$ cat config.mk
export PLATFORM = sky130hd
export DESIGN_NAME = barrel_thread_scheduler
export DESIGN_NICKNAME = d
export VERILOG_FILES = /design/src/rtl/riscv_pkg.sv /design/src/rtl/barrel_thread_scheduler_tid_delay_line.sv /design/src/rtl/barrel_thread_scheduler.sv
export SDC_FILE = /design/constraint.sdc
export NUM_CORES = 1
export LEC_CHECK = 0
export CAP_MARGIN = 20
export CORE_AREA = 3 3 133 135
export CTS_CLUSTER_SIZE = 40
export DETAILED_ROUTE_END_ITERATION = 6
export DIE_AREA = 0 0 136 138
export SETUP_SLACK_MARGIN = 0.02
export SYNTH_ARGS = -nofsm -noshare
export SYNTH_HDL_FRONTEND = slang
export SYNTH_SLANG_ARGS = --single-unit
$ cat constraint.sdc
create_clock -name clk -period 9.2 [get_ports clk]
set_input_delay 1.38 -clock clk [delete_from_list [all_inputs] [get_ports clk]]
set_output_delay 1.38 -clock clk [all_outputs]
set_load 0.01 [all_outputs]
$ cat src/rtl/riscv_pkg.sv
// Shared types and default sizing for the barrel-threaded core's issue sequencer.
package riscv_pkg;

    typedef enum logic [1:0] {
        THR_IDLE   = 2'd0,
        THR_RUN    = 2'd1,
        THR_HALTED = 2'd2
    } thread_state_e;

    localparam logic [0:0] GST_CLEAR = 1'b0;
    localparam logic [0:0] GST_READY = 1'b1;

    localparam int NUM_THREADS_DEF     = 16;
    localparam int NUM_PIPE_STAGES_DEF = 16;
    localparam int REGFILE_SIZE_DEF    = 32;

    localparam int TID_W = $clog2(NUM_THREADS_DEF);
    localparam int CLR_W = $clog2(NUM_THREADS_DEF * REGFILE_SIZE_DEF);

endpackage

$ cat src/rtl/barrel_thread_scheduler_tid_delay_line.sv
// Shift register carrying {valid, tid} from issue to writeback.
module tid_delay_line #(
    parameter int DEPTH = 15,
    parameter int WIDTH = 5
) (
    input  logic             clk,
    input  logic             rst,
    input  logic [WIDTH-1:0] in_i,
    output logic [WIDTH-1:0] out_o,
    output logic             any_valid_o
);

    logic [WIDTH-1:0] stage_q [DEPTH];
    logic [WIDTH-1:0] stage_d [DEPTH];

    always_comb begin
        stage_d[0] = in_i;
        for (int i = 1; i < DEPTH; i++) begin
            stage_d[i] = stage_q[i-1];
        end
    end

    always_ff @(posedge clk or posedge rst) begin
        if (rst) begin
            for (int i = 0; i < DEPTH; i++) begin
                stage_q[i] <= '0;
            end
        end else begin
            for (int i = 0; i < DEPTH; i++) begin
                stage_q[i] <= stage_d[i];
            end
        end
    end

    // Valid is the MSB of each stage; used to decide when writeback has drained.
    always_comb begin
        any_valid_o = 1'b0;
        for (int i = 0; i < DEPTH; i++) begin
            any_valid_o = any_valid_o | stage_q[i][WIDTH-1];
        end
    end

    assign out_o = stage_q[DEPTH-1];

endmodule

$ cat src/rtl/barrel_thread_scheduler.sv
// Issue-slot sequencer: round-robin thread rotation gated by run state,
// writeback tag delay line, and post-reset register-file clear sweep.
module barrel_thread_scheduler
    import riscv_pkg::*;
#(
    parameter int NUM_THREADS     = NUM_THREADS_DEF,
    parameter int NUM_PIPE_STAGES = NUM_PIPE_STAGES_DEF,
    parameter int REGFILE_SIZE    = REGFILE_SIZE_DEF
) (
    input  logic                             clk,
    input  logic                             reset,
    input  logic                             start_i,
    input  logic [NUM_THREADS-1:0]           start_mask_i,
    input  logic                             halt_valid_i,
    input  logic [$clog2(NUM_THREADS)-1:0]   halt_tid_i,
    output logic                             issue_valid_o,
    output logic [$clog2(NUM_THREADS)-1:0]   issue_tid_o,
    output logic                             issue_first_o,
    output logic                             wb_valid_o,
    output logic [$clog2(NUM_THREADS)-1:0]   wb_tid_o,
    output logic                             rf_clr_we_o,
    output logic [$clog2(NUM_THREADS)+4:0]   rf_clr_addr_o,
    output logic                             busy_o,
    output logic [NUM_THREADS-1:0]           active_mask_o,
    output logic                             all_halted_o
);

    localparam int TW       = $clog2(NUM_THREADS);
    localparam int CW       = $clog2(NUM_THREADS * REGFILE_SIZE);
    localparam int AW       = TW + 5;
    localparam int WB_DEPTH = NUM_PIPE_STAGES - 1;
    localparam logic [CW-1:0] CLR_LAST = CW'(NUM_THREADS * REGFILE_SIZE - 1);

    if ((NUM_THREADS & (NUM_THREADS - 1)) != 0 || NUM_THREADS < NUM_PIPE_STAGES) begin : g_bad_cfg
        $error("barrel_thread_scheduler: NUM_THREADS must be a power of 2 and >= NUM_PIPE_STAGES");
    end

    logic [0:0]             gst_q, gst_d;
    logic [CW-1:0]          clr_cnt_q, clr_cnt_d;
    logic [TW-1:0]          slot_cnt_q, slot_cnt_d;
    logic [NUM_THREADS-1:0] pending_q, pending_d;
    logic [NUM_THREADS-1:0] first_q, first_d;
    thread_state_e          thr_q [NUM_THREADS];
    thread_state_e          thr_d [NUM_THREADS];

    logic                   issue_valid_q, issue_valid_d;
    logic [TW-1:0]          issue_tid_q, issue_tid_d;
    logic                   issue_first_q, issue_first_d;
    logic                   rf_clr_we_q, rf_clr_we_d;
    logic [AW-1:0]          rf_clr_addr_q, rf_clr_addr_d;
    logic                   busy_q, busy_d;
    logic [NUM_THREADS-1:0] active_q, active_d;
    logic                   all_halted_q, all_halted_d;

    logic [NUM_THREADS-1:0] launch;
    logic                   any_run, any_halt, pipe_busy;
    logic [TW:0]            wb_word;

    always_comb begin
        gst_d         = gst_q;
        clr_cnt_d     = clr_cnt_q;
        slot_cnt_d    = slot_cnt_q;
        pending_d     = pending_q;
        first_d       = first_q;
        thr_d         = thr_q;
        launch        = '0;
        rf_clr_we_d   = (gst_q == GST_CLEAR);
        rf_clr_addr_d = AW'(clr_cnt_q);
        busy_d        = (gst_q == GST_CLEAR);
        issue_valid_d = 1'b0;
        issue_tid_d   = slot_cnt_q;
        issue_first_d = 1'b0;

        if (gst_q == GST_CLEAR) begin
            // Starts seen during the sweep are banked and released together on READY entry.
            pending_d = pending_q | (start_i ? start_mask_i : '0);
            if (clr_cnt_q == CLR_LAST) begin
                gst_d     = GST_READY;
                launch    = pending_d;
                pending_d = '0;
                clr_cnt_d = '0;
            end else begin
                clr_cnt_d = clr_cnt_q + 1'b1;
            end
        end else begin
            slot_cnt_d    = slot_cnt_q + 1'b1;
            issue_valid_d = (thr_q[slot_cnt_q] == THR_RUN);
            issue_first_d = first_q[slot_cnt_q] & issue_valid_d;
            if (issue_valid_d) begin
                first_d[slot_cnt_q] = 1'b0;
            end
            if (start_i) begin
                launch = start_mask_i;
            end
        end

        for (int t = 0; t < NUM_THREADS; t++) begin
            if (launch[t] && thr_q[t] != THR_RUN) begin
                thr_d[t]   = THR_RUN;
                first_d[t] = 1'b1;
            end
        end

        // Applied after launch so a simultaneous halt on the same thread wins.
        if (halt_valid_i) begin
            thr_d[halt_tid_i]   = THR_HALTED;
            first_d[halt_tid_i] = 1'b0;
        end
    end

    always_comb begin
        any_run  = 1'b0;
        any_halt = 1'b0;
        active_d = '0;
        for (int t = 0; t < NUM_THREADS; t++) begin
            any_run     = any_run  | (thr_q[t] == THR_RUN);
            any_halt    = any_halt | (thr_q[t] == THR_HALTED);
            active_d[t] = (thr_d[t] == THR_RUN);
        end
        all_halted_d = (gst_q == GST_READY) && !any_run && any_halt &&
                       !issue_valid_q && !pipe_busy;
    end

    always_ff @(posedge clk or posedge reset) begin
        if (reset) begin
            gst_q         <= GST_CLEAR;
            clr_cnt_q     <= '0;
            slot_cnt_q    <= '0;
            pending_q     <= '0;
            first_q       <= '0;
            for (int t = 0; t < NUM_THREADS; t++) begin
                thr_q[t] <= THR_IDLE;
            end
            issue_valid_q <= 1'b0;
            issue_tid_q   <= '0;
            issue_first_q <= 1'b0;
            rf_clr_we_q   <= 1'b0;
            rf_clr_addr_q <= '0;
            busy_q        <= 1'b1;
            active_q      <= '0;
            all_halted_q  <= 1'b0;
        end else begin
            gst_q         <= gst_d;
            clr_cnt_q     <= clr_cnt_d;
            slot_cnt_q    <= slot_cnt_d;
            pending_q     <= pending_d;
            first_q       <= first_d;
            for (int t = 0; t < NUM_THREADS; t++) begin
                thr_q[t] <= thr_d[t];
            end
            issue_valid_q <= issue_valid_d;
            issue_tid_q   <= issue_tid_d;
            issue_first_q <= issue_first_d;
            rf_clr_we_q   <= rf_clr_we_d;
            rf_clr_addr_q <= rf_clr_addr_d;
            busy_q        <= busy_d;
            active_q      <= active_d;
            all_halted_q  <= all_halted_d;
        end
    end

    tid_delay_line #(
        .DEPTH (WB_DEPTH),
        .WIDTH (TW + 1)
    ) u_wb_delay (
        .clk         (clk),
        .rst         (reset),
        .in_i        ({issue_valid_q, issue_tid_q}),
        .out_o       (wb_word),
        .any_valid_o (pipe_busy)
    );

    assign issue_valid_o = issue_valid_q;
    assign issue_tid_o   = issue_tid_q;
    assign issue_first_o = issue_first_q;
    assign wb_valid_o    = wb_word[TW];
    assign wb_tid_o      = wb_word[TW-1:0];
    assign rf_clr_we_o   = rf_clr_we_q;
    assign rf_clr_addr_o = rf_clr_addr_q;
    assign busy_o        = busy_q;
    assign active_mask_o = active_q;
    assign all_halted_o  = all_halted_q;

endmodule
==> results of run 1 <==
cells in the mapped netlist, types with 2 or more instances:
library cell	instances	area [um^2]
nand2_1	24	90.1
clkbuf_1	10	37.5
nor3_1	4	20.0
dfrtp_1	186	4650
inv_1	21	78.8
buf_1	3	11.3
o21ai_0	20	100
a22o_1	4	35.0
and3_1	3	18.8
mux2i_1	7	70.1
a211o_1	7	61.3
nor2b_1	37	231
nor3b_1	2	15.0
a21oi_1	25	125
and4_1	2	17.5
xor2_1	2	17.5
o2111ai_1	3	26.3
a21o_1	12	90.1
nor3_2	2	20.0
or3_1	2	12.5
nand3b_1	3	22.5
nand4_1	2	12.5
mux2_4	3	45.0
nor2_1	38	143
xnor2_1	2	17.5
nor4_1	7	43.8
buf_2	2	10.0
a311oi_1	8	70.1
a21bo_2	3	30.0
buf_4	5	37.5
ha_1	6	75.1
mux2_2	2	22.5
o21a_1	12	90.1
mux4_2	12	270
a31oi_1	16	100
a211oi_1	5	37.5
nand2b_1	29	181
nand3_1	11	55.1
worst max-delay path by stage:
| stage | start | to | slack (ns) | depth (start not counted) |
|---|---|---|---|---|
| 6_report | clr_cnt_q[0] | first_q[8] | 6.06 | 9 |
| 3_3_place_gp | reset | rf_clr_we_o | 5.61 | 3 |
| 4_1_cts | reset | first_q[7] | 5.99 | 3 |
| 5_1_grt | clr_cnt_q[0] | first_q[8] | 5.85 | 9 |
| 3_5_place_dp | reset | rf_clr_we_o | 5.53 | 3 |
| 2_1_floorplan | reset | active_mask_o[0] | 2.74 | 1 |
logic make-up after synthesis:
family	synth area share (%)
adder cells (fa/ha/maj)	1.06
buffers and inverters	2.68
AO/OA/AOI/OAI	11.4
XOR/XNOR	0.493
multiplexers	5.74
AND/OR/NAND/NOR	12.8
flip-flops	65.9
placed cells by master, fill, tap and decap left out, types with 4 or more instances in the layout:
master and n:
a22o_1 4, buf_4 5, a21oi_1 25, o21a_1 12, nor2b_1 37, ha_1 6
clkinv_8 7, mux2i_1 7, a211oi_1 5, a311oi_1 8, a31oi_1 16, o21ai_0 20
a21o_1 12, nand3_1 11, clkdlybuf4s50_1 62, inv_1 20, nor4_1 7, nand2_1 24
nor2_1 37, clkbuf_16 17, dfrtp_1 186, nor3_1 4, nand2b_1 29, a211o_1 7
mux4_2 12
critical path, cell delays in order, from the launching register on:
cell and delay [ns]:
dfrtp_1 0.44, ha_1 0.25, and3_1 0.19, and3_1 0.18, ha_1 0.27, nor2_2 0.71, inv_1 0.36, o211ai_1 0.35
nor2b_1 0.19, a311oi_1 0.06
metrics by stage:
stage / instance area (um^2) / util (%)
after floorplan: 7110 / -
after global placement: 7940 / 47.9
after detailed placement: 7940 / 47.9
after CTS: 8560 / 51.6
after global routing: 8590 / 51.8
final: 8590 / 51.8
where the power goes:
| group | leakage [uW] | internal, uW | switching, uW |
|---|---|---|---|
| combinational | 0.00114 | 77.3 | 77.1 |
| clock | 0.000293 | 372 | 364 |
| sequential | 0.00240 | 863 | 37.2 |
flip-flops by register name, summed over array words and instances (netlist names), 4 cells and up:
name / count
rf_clr_addr_o: 9
pending_q: 16
u_wb_delay.out_o: 5
clr_cnt_q: 9
issue_tid_o: 4
first_q: 16
thr_q: 32
active_mask_o: 16
u_wb_delay.stage_d: 70
issue_tid_d: 4
layout make-up:
type / instances / share of cell area, %
Timing Repair Buffer: 68 / 7.98
Clock buffer: 17 / 4.95
Multi-Input combinational cell: 322 / 26.1
Inverter: 22 / 1.02
Clock inverter: 15 / 2.29
Sequential cell: 187 / 54.5
Tap cell: 220 / 3.20
routing by layer:
metal | part of all wire (%) | vias up | global-route usage [%]
li1 | - | 2064 | -
met1 | 46 | 2207 | 25.4
met2 | 47 | 135 | 26.8
met3 | 4.7 | 23 | 4.00
met4 | 2.1 | 0 | 6.05
met5 | 0 | - | 0
==> impl_metrics.py, run 1 <==
metrics = {
    "die": {
        "start_util_pct": 42.9,
        "fp.coreArea_mm2": 0.0166,
        "die_w_um": 136,
        "num_rows": 47,
        "die-area_mm2": 0.0188,
        "die_h_um": 138,
        "boundaryPins": 63,
    },
    "grt": {
        "antenna_found_initial": 0,
        "grt_pass1_wl_um": 25700,
        "grt_max_degree": 107,
        "grt_util_all_layers_pct": 17.7,
        "grt_pass1_vias": 4696,
        "grt-ovfl-total": 0,
    },
    "worst_setup_path": {
        "worstSetupEndpointType": "register",
        "crit_fanout": 17,
        "regToRegStartpoint": "clr_cnt_q[0]",
        "start_kind": "register",
        "rr_worst_depth": 9,
        "required_ns": 9.49,
        "timing.rr.end": "first_q[8]",
        "rrSetupSlack_ns": 6.06,
        "cp.arrival_ns": 3.43,
        "critPathKind": "register to register",
    },
    "final_layout": {
        "finish.net_count": 648,
        "instances_no_fill": 851,
        "n_antenna_cell": 0,
        "num-fill-cells": 1468,
        "drive_above_1_share_pct": 10.3,
        "regArea_mm2": 0.00468,
        "area.growth.synth_to_final_pct": 20.9,
        "multi_input_area_mm2": 0.00224,
    },
    "routing": {
        "vias": 4429,
        "drt_iter0_markers": 241,
        "drcViolationCount": 0,
        "wirelength_um": 15500,
        "wl_per_cell_um": 18.2,
        "viasPerCell": 5.20,
        "ant_nets": 0,
        "dr.pass1.iters": 5,
    },
    "cts": {
        "post_cts_resized": 0,
        "cts_buffers": 17,
        "cts.htree.levels": 4,
        "cts_setup_buffers": 0,
        "cts_hold_buf": 0,
        "root_buffer": "clkbuf_16",
        "insertion_delay_ns": 0.44,
        "cts_tree": "done",
        "cts.clk_slew.worst_paths_ns": 0.08,
        "clockBufferDepth": 2,
        "cts.sinks": 187,
    },
    "placed_design": {
        "dpl.hpwl_um": 10800,
        "io_buffers": 62,
        "dp.cells": 818,
        "dpl_worst_slack_ns": 5.53,
        "routabilityCongestion": 0.841,
    },
    "synth": {
        "syn_nets": 582,
        "ys_seq_area_share_pct": 65.9,
        "yosysWarningCount": 0,
        "synth_area_mm2": 0.00711,
        "synth_ff_type": "dfrtp_1",
        "synthArstFlopShare_pct": 100,
        "synth_cells": 552,
        "syn_area_per_cell_um2": 12.9,
        "synth_edf_count": 0,
        "yosysUniqueCellTypes": 48,
        "ys_ff_latch": 187,
    },
    "timing": {
        "tns_ns": 0,
        "rsz0062_at_grt": "no",
        "max_freq_ghz": 0.318,
        "slew_viol_final": 0,
        "fin_skew_ns": 0.0134,
        "max_slew_margin_pct": 40.4,
        "worst_slew_pin_slew_ns": 0.894,
        "period_share_pct": 34.2,
        "period_minus_slack_ns": 3.14,
        "setup_viol": 0,
        "holdWs_ns": 0.346,
        "finalHoldViolCount": 0,
        "setup_ws_ns": 6.06,
    },
    "status": {
        "outcome": "finished, final reports clean",
    },
    "worst_hold_path": {
        "hp-start": "u_wb_delay.stage_d[57]",
        "min_path_cells": 0,
        "hold_path_end": "u_wb_delay.stage_d[52]",
        "min_path_type": "register to register",
    },
    "flow_run": {
        "max_cap_violations": 0,
    },
    "power_and_ir_drop": {
        "finalPower_uw": 1790,
        "p_leak_uw": 0.00384,
        "p_per_area_mw_per_mm2": 208,
        "worst_ir_drop_vdd_mv": 0.124,
    },
}
(Power assumes the default switching activity.)
==> run 2: changes to the inputs <==
clock period = 2.9 ns   (was 9.2 ns; I/O delays follow)
==> run 2 against run 1 <==
Non-clock buffer count increased by 4. Die area unchanged. Clock skew decreased by 0.0052 ns. Setup slack got worse by 5.8 ns. Final cell count increased by 0.47%. Sequential cell count unchanged. Final area increased by 0.48%. Utilization increased by 0.25 points. Combinational power increased to 3.2 times the previous value. Sequential share of layout area decreased by 0.26 points. Via count increased by 1.7%.
==> impl_metrics.py, run 2 (same netlist as run 1, synthesis figures left out) <==
metrics = {
    "worst_setup_path": {
        "cp.arrival_ns": 2.93,
        "regToRegStartpoint": "clr_cnt_q[0]",
        "worstSetupEndpointType": "register",
        "critPathKind": "register to register",
        "required_ns": 3.21,
        "start_kind": "register",
        "crit_path_start": "clr_cnt_q[0]",
        "rr_worst_depth": 9,
        "timing.rr.end": "first_q[6]",
        "crit_fanout": 12,
        "rrSetupSlack_ns": 0.28,
    },
    "worst_hold_path": {
        "hold_path_end": "u_wb_delay.stage_d[53]",
        "min_path_cells": 0,
        "min_path_type": "register to register",
        "hp-start": "u_wb_delay.stage_d[58]",
    },
    "placed_design": {
        "io_buffers": 62,
        "dpl.hpwl_um": 11100,
        "placedInstanceArea_mm2": 0.00801,
        "routabilityCongestion": 0.907,
    },
    "cts": {
        "insertion_delay_ns": 0.42,
        "cts_hold_buf": 0,
        "cts.sinks": 187,
        "cts_tree": "done",
        "clockBufferDepth": 2,
        "cts.clk_slew.worst_paths_ns": 0.07,
        "root_buffer": "clkbuf_16",
        "cts_buffers": 17,
        "post_cts_resized": 0,
        "cts_setup_buffers": 0,
        "cts.htree.levels": 4,
    },
    "grt": {
        "grt_util_all_layers_pct": 17.3,
        "met3_usage_pct": 5.20,
        "antenna_found_initial": 0,
        "use_met2_pct": 26.2,
        "met1_usage_pct": 24.8,
        "grt_pass1_vias": 4598,
        "grt-busiest-layer": "met2",
        "grt_max_degree": 90,
        "grt-ovfl-total": 0,
        "grt_pass1_wl_um": 25200,
    },
    "routing": {
        "wirelength_um": 15700,
        "drcViolationCount": 0,
        "ant_nets": 0,
        "viasPerCell": 5.27,
        "vias": 4504,
        "wl_per_cell_um": 18.4,
        "dr.pass1.iters": 5,
        "drt_iter0_markers": 307,
    },
    "timing": {
        "worst_slew_pin_slew_ns": 0.660,
        "slew_viol_final": 0,
        "setup_viol": 0,
        "max_slew_margin_pct": 55.9,
        "period_minus_slack_ns": 2.62,
        "finalHoldViolCount": 0,
        "rsz0062_at_grt": "no",
        "period_share_pct": 90.3,
        "max_freq_ghz": 0.382,
        "fin_skew_ns": 0.00816,
        "tns_ns": 0,
    },
    "final_layout": {
        "final_common_cell": "dfrtp_1",
        "finalInstanceArea_mm2": 0.00863,
        "final_cell_mix": "dfrtp_1, clkdlybuf4s50_1, nor2_1, nor2b_1, nand2b_1",
        "area.growth.synth_to_final_pct": 21.4,
        "largest_register_ffs": 70,
        "n_antenna_cell": 0,
        "drive_above_1_share_pct": 10.6,
        "finish.net_count": 652,
    },
    "power_and_ir_drop": {
        "worst_ir_drop_vdd_mv": 0.391,
        "p_per_area_mw_per_mm2": 665,
        "p_leak_uw": 0.00387,
        "finalPower_uw": 5740,
    },
    "die": {
        "num_rows": 47,
        "die-area_mm2": 0.0188,
        "boundaryPins": 63,
        "fp.coreArea_mm2": 0.0166,
        "die_h_um": 138,
        "start_util_pct": 42.9,
        "die_w_um": 136,
    },
    "status": {
        "outcome": "finished, final reports clean",
    },
    "flow_run": {
        "max_cap_violations": 0,
    },
}
-- run 2: changes by cell type in the layout (fill, tap and decap cells not counted), sizes merged --
cell / change
clkinvlp: -1
clkinv: -3
bufinv: +2
clkbuf: +2
buf: +4
-- run 2: power breakdown --
| part | switching [uW] | internal (uW) | leakage, uW | total, uW |
|---|---|---|---|---|
| Clock | 1040 | 1340 | 0.000303 | 2380 |
| Combinational | 245 | 247 | 0.00116 | 492 |
| Sequential | 126 | 2740 | 0.00240 | 2870 |
| Total | 1410 | 4320 | 0.00387 | 5740 |
-- run 2: cell type report --
class                      count  area (um^2)
clock buffer                  19          443
inverter                      22         86.3
sequential                   187         4680
tap                          220          275
timing repair buffer          72          733
fill                        1438         7950
multi-input combinational    322         2240
clock inverter                13          176
-- run 2: worst max path at each step --
stage | to | slack [ns]
3_3_place_gp | first_q[12] | 0.46
2_1_floorplan | active_mask_o[0] | 0.06
3_5_place_dp | first_q[3] | 0.37
5_1_grt | first_q[1] | 0.07
4_1_cts | first_q[6] | 0.30
6_report | first_q[6] | 0.28
-- run 2: critical path, cell delays in order, from the launching register on --
cell,delay (ns)
dfrtp_1,0.42
ha_1,0.20
and3_1,0.22
and3_1,0.18
ha_1,0.27
nor2_1,0.17
buf_4,0.27
a211o_1,0.33
nor2b_1,0.14
a311oi_1,0.30
-- run 2: per-stage QoR --
stage | hold slack [ns] | util, % | instances | setup WS [ns]
after floorplan | 0.331 | - | 552 | 0.0593
after CTS | 0.349 | 52.1 | 855 | 0.300
after global placement | 0.334 | 48.3 | 823 | 0.462
after detailed placement | 0.335 | 48.3 | 823 | 0.367
final | 0.347 | 52.1 | 855 | 0.281
after global routing | 0.348 | 52.1 | 855 | 0.0706
-- run 2: routing by layer --
layer | wire (um) | vias to the layer above
li1 | - | 2073
met1 | 7480 | 2296
met2 | 7350 | 126
met3 | 743 | 9
met4 | 128 | 0
met5 | 0 | -
==> run 3: changes to the inputs <==
SLEW_MARGIN = 0   (was unset)
==> results of run 3 <==
No change in the layout: final DEF, timing and power equal those of run 2.
==> RTL edit 1: new RTL, settings of run 1 <==
The package constant `REGFILE_SIZE_DEF` goes from 32 to 64.
--- a/src/rtl/riscv_pkg.sv
+++ b/src/rtl/riscv_pkg.sv
@@ -12,7 +12,7 @@
 
     localparam int NUM_THREADS_DEF     = 16;
     localparam int NUM_PIPE_STAGES_DEF = 16;
-    localparam int REGFILE_SIZE_DEF    = 32;
+    localparam int REGFILE_SIZE_DEF    = 64;
 
     localparam int TID_W = $clog2(NUM_THREADS_DEF);
     localparam int CLR_W = $clog2(NUM_THREADS_DEF * REGFILE_SIZE_DEF);
Formal check against the unedited RTL: no difference found for any inputs over 10 cycles, from zero or initial values and one cycle with reset high; that may be too few to reach the edited logic, so the function may still have changed.
==> RTL edit 1 against run 1 <==
Cell area shrank 1.8%. Die area unchanged. Sequential cell count up 1. Global-route usage shrank 0.60 points. Area after synthesis down 0.77%. Via count grew 1.9%. First-iteration DRC count up 18%. Non-clock buffer count is 3 lower. Maximum frequency grew 4.0%. Routed wire length down 2.2%. Worst setup slack improved by 120 ps. Register-to-register slack improved by 880 ps.
Power is not compared: it rests on default switching activity, and its combinational part moved more than twofold at a synthesized area within 25%.
==> RTL edit 1: results (changes against run 1) <==
stage,metric,value,unit,change
placement,post-dp-hpwl,10.5,mm,-2.8%
timing,final.setup_skew,9.28,ps,-4.08 ps
routing,drt_iter0_markers,285,,+18%
layout,fin_nets,668,,+3.1%
yosys,ys_dominant_reg_cell,dfrtp_1,,
routing,finalWirelength,15.1,mm,-2.2%
layout,drive_above_1_share,8.74,%,-1.6 points
cts,post-cts-setup-buffer-count,0,,unchanged
routing,met2_wire_length,6.88,mm,-5.2%
routing,antenna_left,0,,unchanged
yosys,synth_compound_gate_area_share,10.7,%,-0.66 points
placement,gp_congestion,0.889,,+5.7%
timing,timing_worst_slew_pin_value,999,ps,+105 ps
routing,route.vias.total,4515,,+1.9%
timing,setup_ws,6180,ps,+121 ps
routing,drt-pass1-iter-count,4,,-1
yosys,yosys.area_share.adder,0.887,%,-0.17 points
global_route,gr-usage-met1,24.1,%,-1.3 points
critical_path,r2r-end,issue_valid_o$_DFF_PP0_,,
power_and_ir_drop,power_leakage,0.00386,uW,
global_route,grt_max_degree,119,,+11%
yosys,synth_top_cells_by_count,"dfrtp_1, nor2_1, nand2_1, inv_1",,
yosys,mappedNetlistNets,605,,+4.0%
critical_path,worst_setup_path_endpoint,pending_q[4]$_DFFE_PP0N_,,
global_route,first_global_vias,4757,,+1.3%
global_route,met3_demand_to_capacity_share_in_global_routing,4.98,%,+0.98 points
yosys,synth-warning-count,0,,unchanged
yosys,synth.distinct_cells,59,,+23%
worst_hold_path,hp-start,u_wb_delay.stage_d[55]$_DFF_PP0_,,
power_and_ir_drop,worst_ir_drop_vdd,0.000129,V,
routing,highest-signal-layer,met4,,
critical_path,worst_setup_path_startpoint,start_i,,
global_route,track_usage,17.1,%,-0.60 points
critical_path,critical_path.slowest_cell,nor2b_1,,
yosys,synth-xor-area-share,1.24,%,+0.75 points
status,run_status,"complete, no violations",,
routing,met3_wirelength,701,um,-4.5%
yosys,synth_mux_area_share,2.09,%,-3.6 points
cts,clock_tree.htree_level_count,4,,unchanged
critical_path,r2r_start,issue_tid_d[1]$_DFFE_PP0P_,,
layout,filler_cell_count,1480,,+0.82%
cts,resized_cells_post_cts,0,,unchanged
yosys,synth_top_cells_by_area,"dfrtp_1, nor2_1, a22oi_1",,
global_route,grt_first_pass_wirelength,25.0,mm,-2.6%
critical_path,cpLargestDelayFamily,simple AND/OR/NAND/NOR gates,,
critical_path,path_max_fanout,17,,unchanged
critical_path,ff2ff_setup_slack,6940,ps,+880 ps
global_route,globalRouteMet2Util,25.3,%,-1.5 points
critical_path,worst_ep_arrival_time,3380,ps,-50 ps
yosys,synth.yosys.seq_area_share,66.7,%,+0.87 points
placement,place_worst_setup_slack,5590,ps,+65.6 ps
routing,wl_met1,7.28,mm,+1.6%
layout,antenna_cells,0,,unchanged
critical_path,worstRegToRegCells,5,,-4
critical_path,max_stage_delay,860,ps,+150 ps
power_and_ir_drop,total_switching_power,381,uW,
RTL edit 1: cell count changes in the layout (fill, tap and decap cells not counted), sizes merged, moves of 8 or more:
cell    before  now
a311oi       8    0
a22oi        0   27
a21o        12    1
nand2b      29   13
o22ai        1   12
inv         28   38
mux4        12    4
a31oi       16    1
nor2        38   85
nor2b       37   13
RTL edit 1: worst reg2reg max path: stages (launching register included):
cell and delay (ps):
dfrtp_1 960, inv_2 220, mux4_2 360, mux2i_1 110
and2_1 180, a211oi_1 310
RTL edit 1: how the worst min path moves through the flow:
stage	cells past startpoint	slack, ps	endpoint
2_1_floorplan	0	330	u_wb_delay.out_o[0]$_DFF_PP0_
3_3_place_gp	0	330	u_wb_delay.stage_d[2]$_DFF_PP0_
3_5_place_dp	0	330	u_wb_delay.stage_d[2]$_DFF_PP0_
4_1_cts	0	350	u_wb_delay.stage_d[2]$_DFF_PP0_
5_1_grt	0	360	u_wb_delay.stage_d[12]$_DFF_PP0_
6_report	0	350	u_wb_delay.stage_d[50]$_DFF_PP0_
RTL edit 1: cells by family after synthesis:
logic type | count (synthesis)
compound gates | 114
xor+xnor | 10
fa+ha+maj | 5
buf+inv | 51
flops | 188
mux | 9
simple gates | 199
RTL edit 1: through the flow:
step / area (um^2) / power [uW] / util (%) / cells
2_1_floorplan: 7050 / 902 / - / 576
3_3_place_gp: 7830 / 931 / 47.2 / 838
3_5_place_dp: 7830 / 933 / 47.2 / 838
4_1_cts: 8400 / 1640 / 50.6 / 870
5_1_grt: 8440 / 1680 / 50.9 / 872
6_report: 8440 / 1620 / 50.9 / 872
RTL edit 1: layout make-up:
cell class,count,share of cell area [%]
inverter,30,1.39
clock inverter,13,1.42
clock buffer,19,5.37
multi-input combinational,337,24.9
sequential,188,55.8
tap,220,3.26
timing repair buffer,65,7.90
==> RTL edit 2: new RTL, flow settings as in run 1 <==
Made on the original files. Take the reset off `rf_clr_addr_q` and load it in a clocked block of its own.
--- a/src/rtl/barrel_thread_scheduler.sv
+++ b/src/rtl/barrel_thread_scheduler.sv
@@ -135,7 +135,6 @@
             issue_tid_q   <= '0;
             issue_first_q <= 1'b0;
             rf_clr_we_q   <= 1'b0;
-            rf_clr_addr_q <= '0;
             busy_q        <= 1'b1;
             active_q      <= '0;
             all_halted_q  <= 1'b0;
@@ -152,11 +151,14 @@
             issue_tid_q   <= issue_tid_d;
             issue_first_q <= issue_first_d;
             rf_clr_we_q   <= rf_clr_we_d;
-            rf_clr_addr_q <= rf_clr_addr_d;
             busy_q        <= busy_d;
             active_q      <= active_d;
             all_halted_q  <= all_halted_d;
         end
+    end
+
+    always_ff @(posedge clk) begin
+        rf_clr_addr_q <= rf_clr_addr_d;
     end
 
     tid_delay_line #(
Behaviour: differs if reset is asserted again (counterexample within 4 cycles, from zero or initial values and one cycle with reset high); with reset held inactive, the same outputs for 10 cycles.
==> RTL edit 2 against run 1 <==
Worst hold slack lost 5.0 ps. Cell area shrank 0.42%. Routed wire length shrank 1.5%. Clock power grew 2%. Sequential cell count is the same. Area after synthesis shrank 0.63%. Maximum frequency grew 9.9%. Cell count grew 0.12%. Critical endpoint is now busy_o. Worst setup slack gained 280 ps. Sequential power is essentially flat. Power grew 0.64%.
==> RTL edit 2: results (changes against run 1) <==
stage,metric,value,unit,change
yosys,synth.yosys.seq_area_share,65.6,%,-0.22 points
global_route,grt_max_degree,120,,+12%
layout,fin_nets,649,,+0.15%
placement,gp_congestion,0.887,,+5.5%
yosys,synth.distinct_cells,49,,+2.1%
power_and_ir_drop,power_leakage,0.00381,uW,-0.85%
critical_path,worst_ep_arrival_time,1480,ps,-1950 ps
layout,filler_cell_count,1479,,+0.75%
placement,post-dp-hpwl,10.6,mm,-2.1%
critical_path,path_max_fanout,1,,-16
critical_path,worst_setup_path_startpoint,busy_o$_DFF_PP1_,,
routing,finalWirelength,15.3,mm,-1.5%
routing,vias_per_cell,5.25,,+0.78%
worst_hold_path,hp-start,u_wb_delay.stage_d[31]$_DFF_PP0_,,
status,run_status,"complete, no violations",,
critical_path,max_stage_delay,530,ps,-180 ps
global_route,grt_first_pass_wirelength,24.9,mm,-3.0%
global_route,track_usage,17.1,%,-0.61 points
yosys,synth_top_cells_by_area,"dfrtp_1, mux4_2, nor2b_1",,
yosys,synth_top_cells_by_count,"dfrtp_1, nor2_1, nor2b_1, nand2b_1, a21oi_1",,
placement,area_after_dpl,0.00790,mm^2,-0.50%
routing,drt-pass1-iter-count,4,,-1
routing,drt_iter0_markers,313,,+30%
timing,final.setup_skew,14.7,ps,+1.32 ps
placement,placed_cells,819,,+0.12%
yosys,synth_compound_gate_area_share,11.4,%,+0.073 points
critical_path,cpLargestDelayFamily,buffers and inverters,,
critical_path,ff2ff_setup_slack,6630,ps,+570 ps
critical_path,critical_path.slowest_cell,clkdlybuf4s50_1,,
placement,place_worst_setup_slack,5720,ps,+189 ps
yosys,yosys.area_share.adder,1.06,%,+0.0067 points
[RTL edit 2: cell types whose count changed in the layout (fill, tap and decap cells not counted), sizes merged]
cell             run 1  this run
inv                 28        31
buf                  6         7
dfrtp              186       177
dfxtp                0         9
clkinvlp             2         1
clkinv               7         5
[RTL edit 2: cell families (layout without fill, tap and decap cells)]
logic type / after synthesis / in the layout
xor+xnor: 4 / 4
flops: 187 / 187
buf+inv: 43 / 123
mux: 24 / 24
fa+ha+maj: 6 / 6
simple gates: 168 / 168
compound gates: 120 / 120
[RTL edit 2: final cells by class]
class	count	area (um^2)	area share, %
clock inverters	15	200	2.34
repair buffers	69	693	8.10
inverters	22	87.6	1.02
clock buffers	17	425	4.97
multi-input cells	322	2240	26.2
well taps	220	275	3.22
flip-flops and latches	187	4640	54.2
[RTL edit 2: worst max-delay path by stage]
| stage | to | slack, ps | cells after the start |
|---|---|---|---|
| final | busy_o | 6340 | 1 |
| after global placement | u_wb_delay.out_o[2]$_DFF_PP0_ | 5780 | 3 |
| after CTS | u_wb_delay.stage_d[42]$_DFF_PP0_ | 6200 | 3 |
| after detailed placement | u_wb_delay.out_o[2]$_DFF_PP0_ | 5720 | 3 |
| after floorplan | active_mask_o[0]$_DFF_PP0_ | 2990 | 1 |
| after global routing | busy_o | 6290 | 1 |
[RTL edit 2: stage by stage]
step                utilization, %  hold WS [ps]
global route                  51.6           354
finish                        51.6           341
detailed placement            47.6           335
global placement              47.6           335
floorplan                        -           331
CTS                           51.4           349
[RTL edit 2: power by group]
| group | total [uW] | internal (uW) | switching (uW) |
|---|---|---|---|
| Sequential | 899 | 863 | 36.0 |
| Combinational | 156 | 77.4 | 78.5 |
| Clock | 748 | 377 | 371 |
[RTL edit 2: per-layer routing]
metal	vias up	part of all wire, %	global-route usage (%)
met2	107	44	23.8
met1	2264	48	25.4
met4	0	2.3	6.42
met5	-	0	0
li1	2072	-	-
met3	26	5.0	5.05
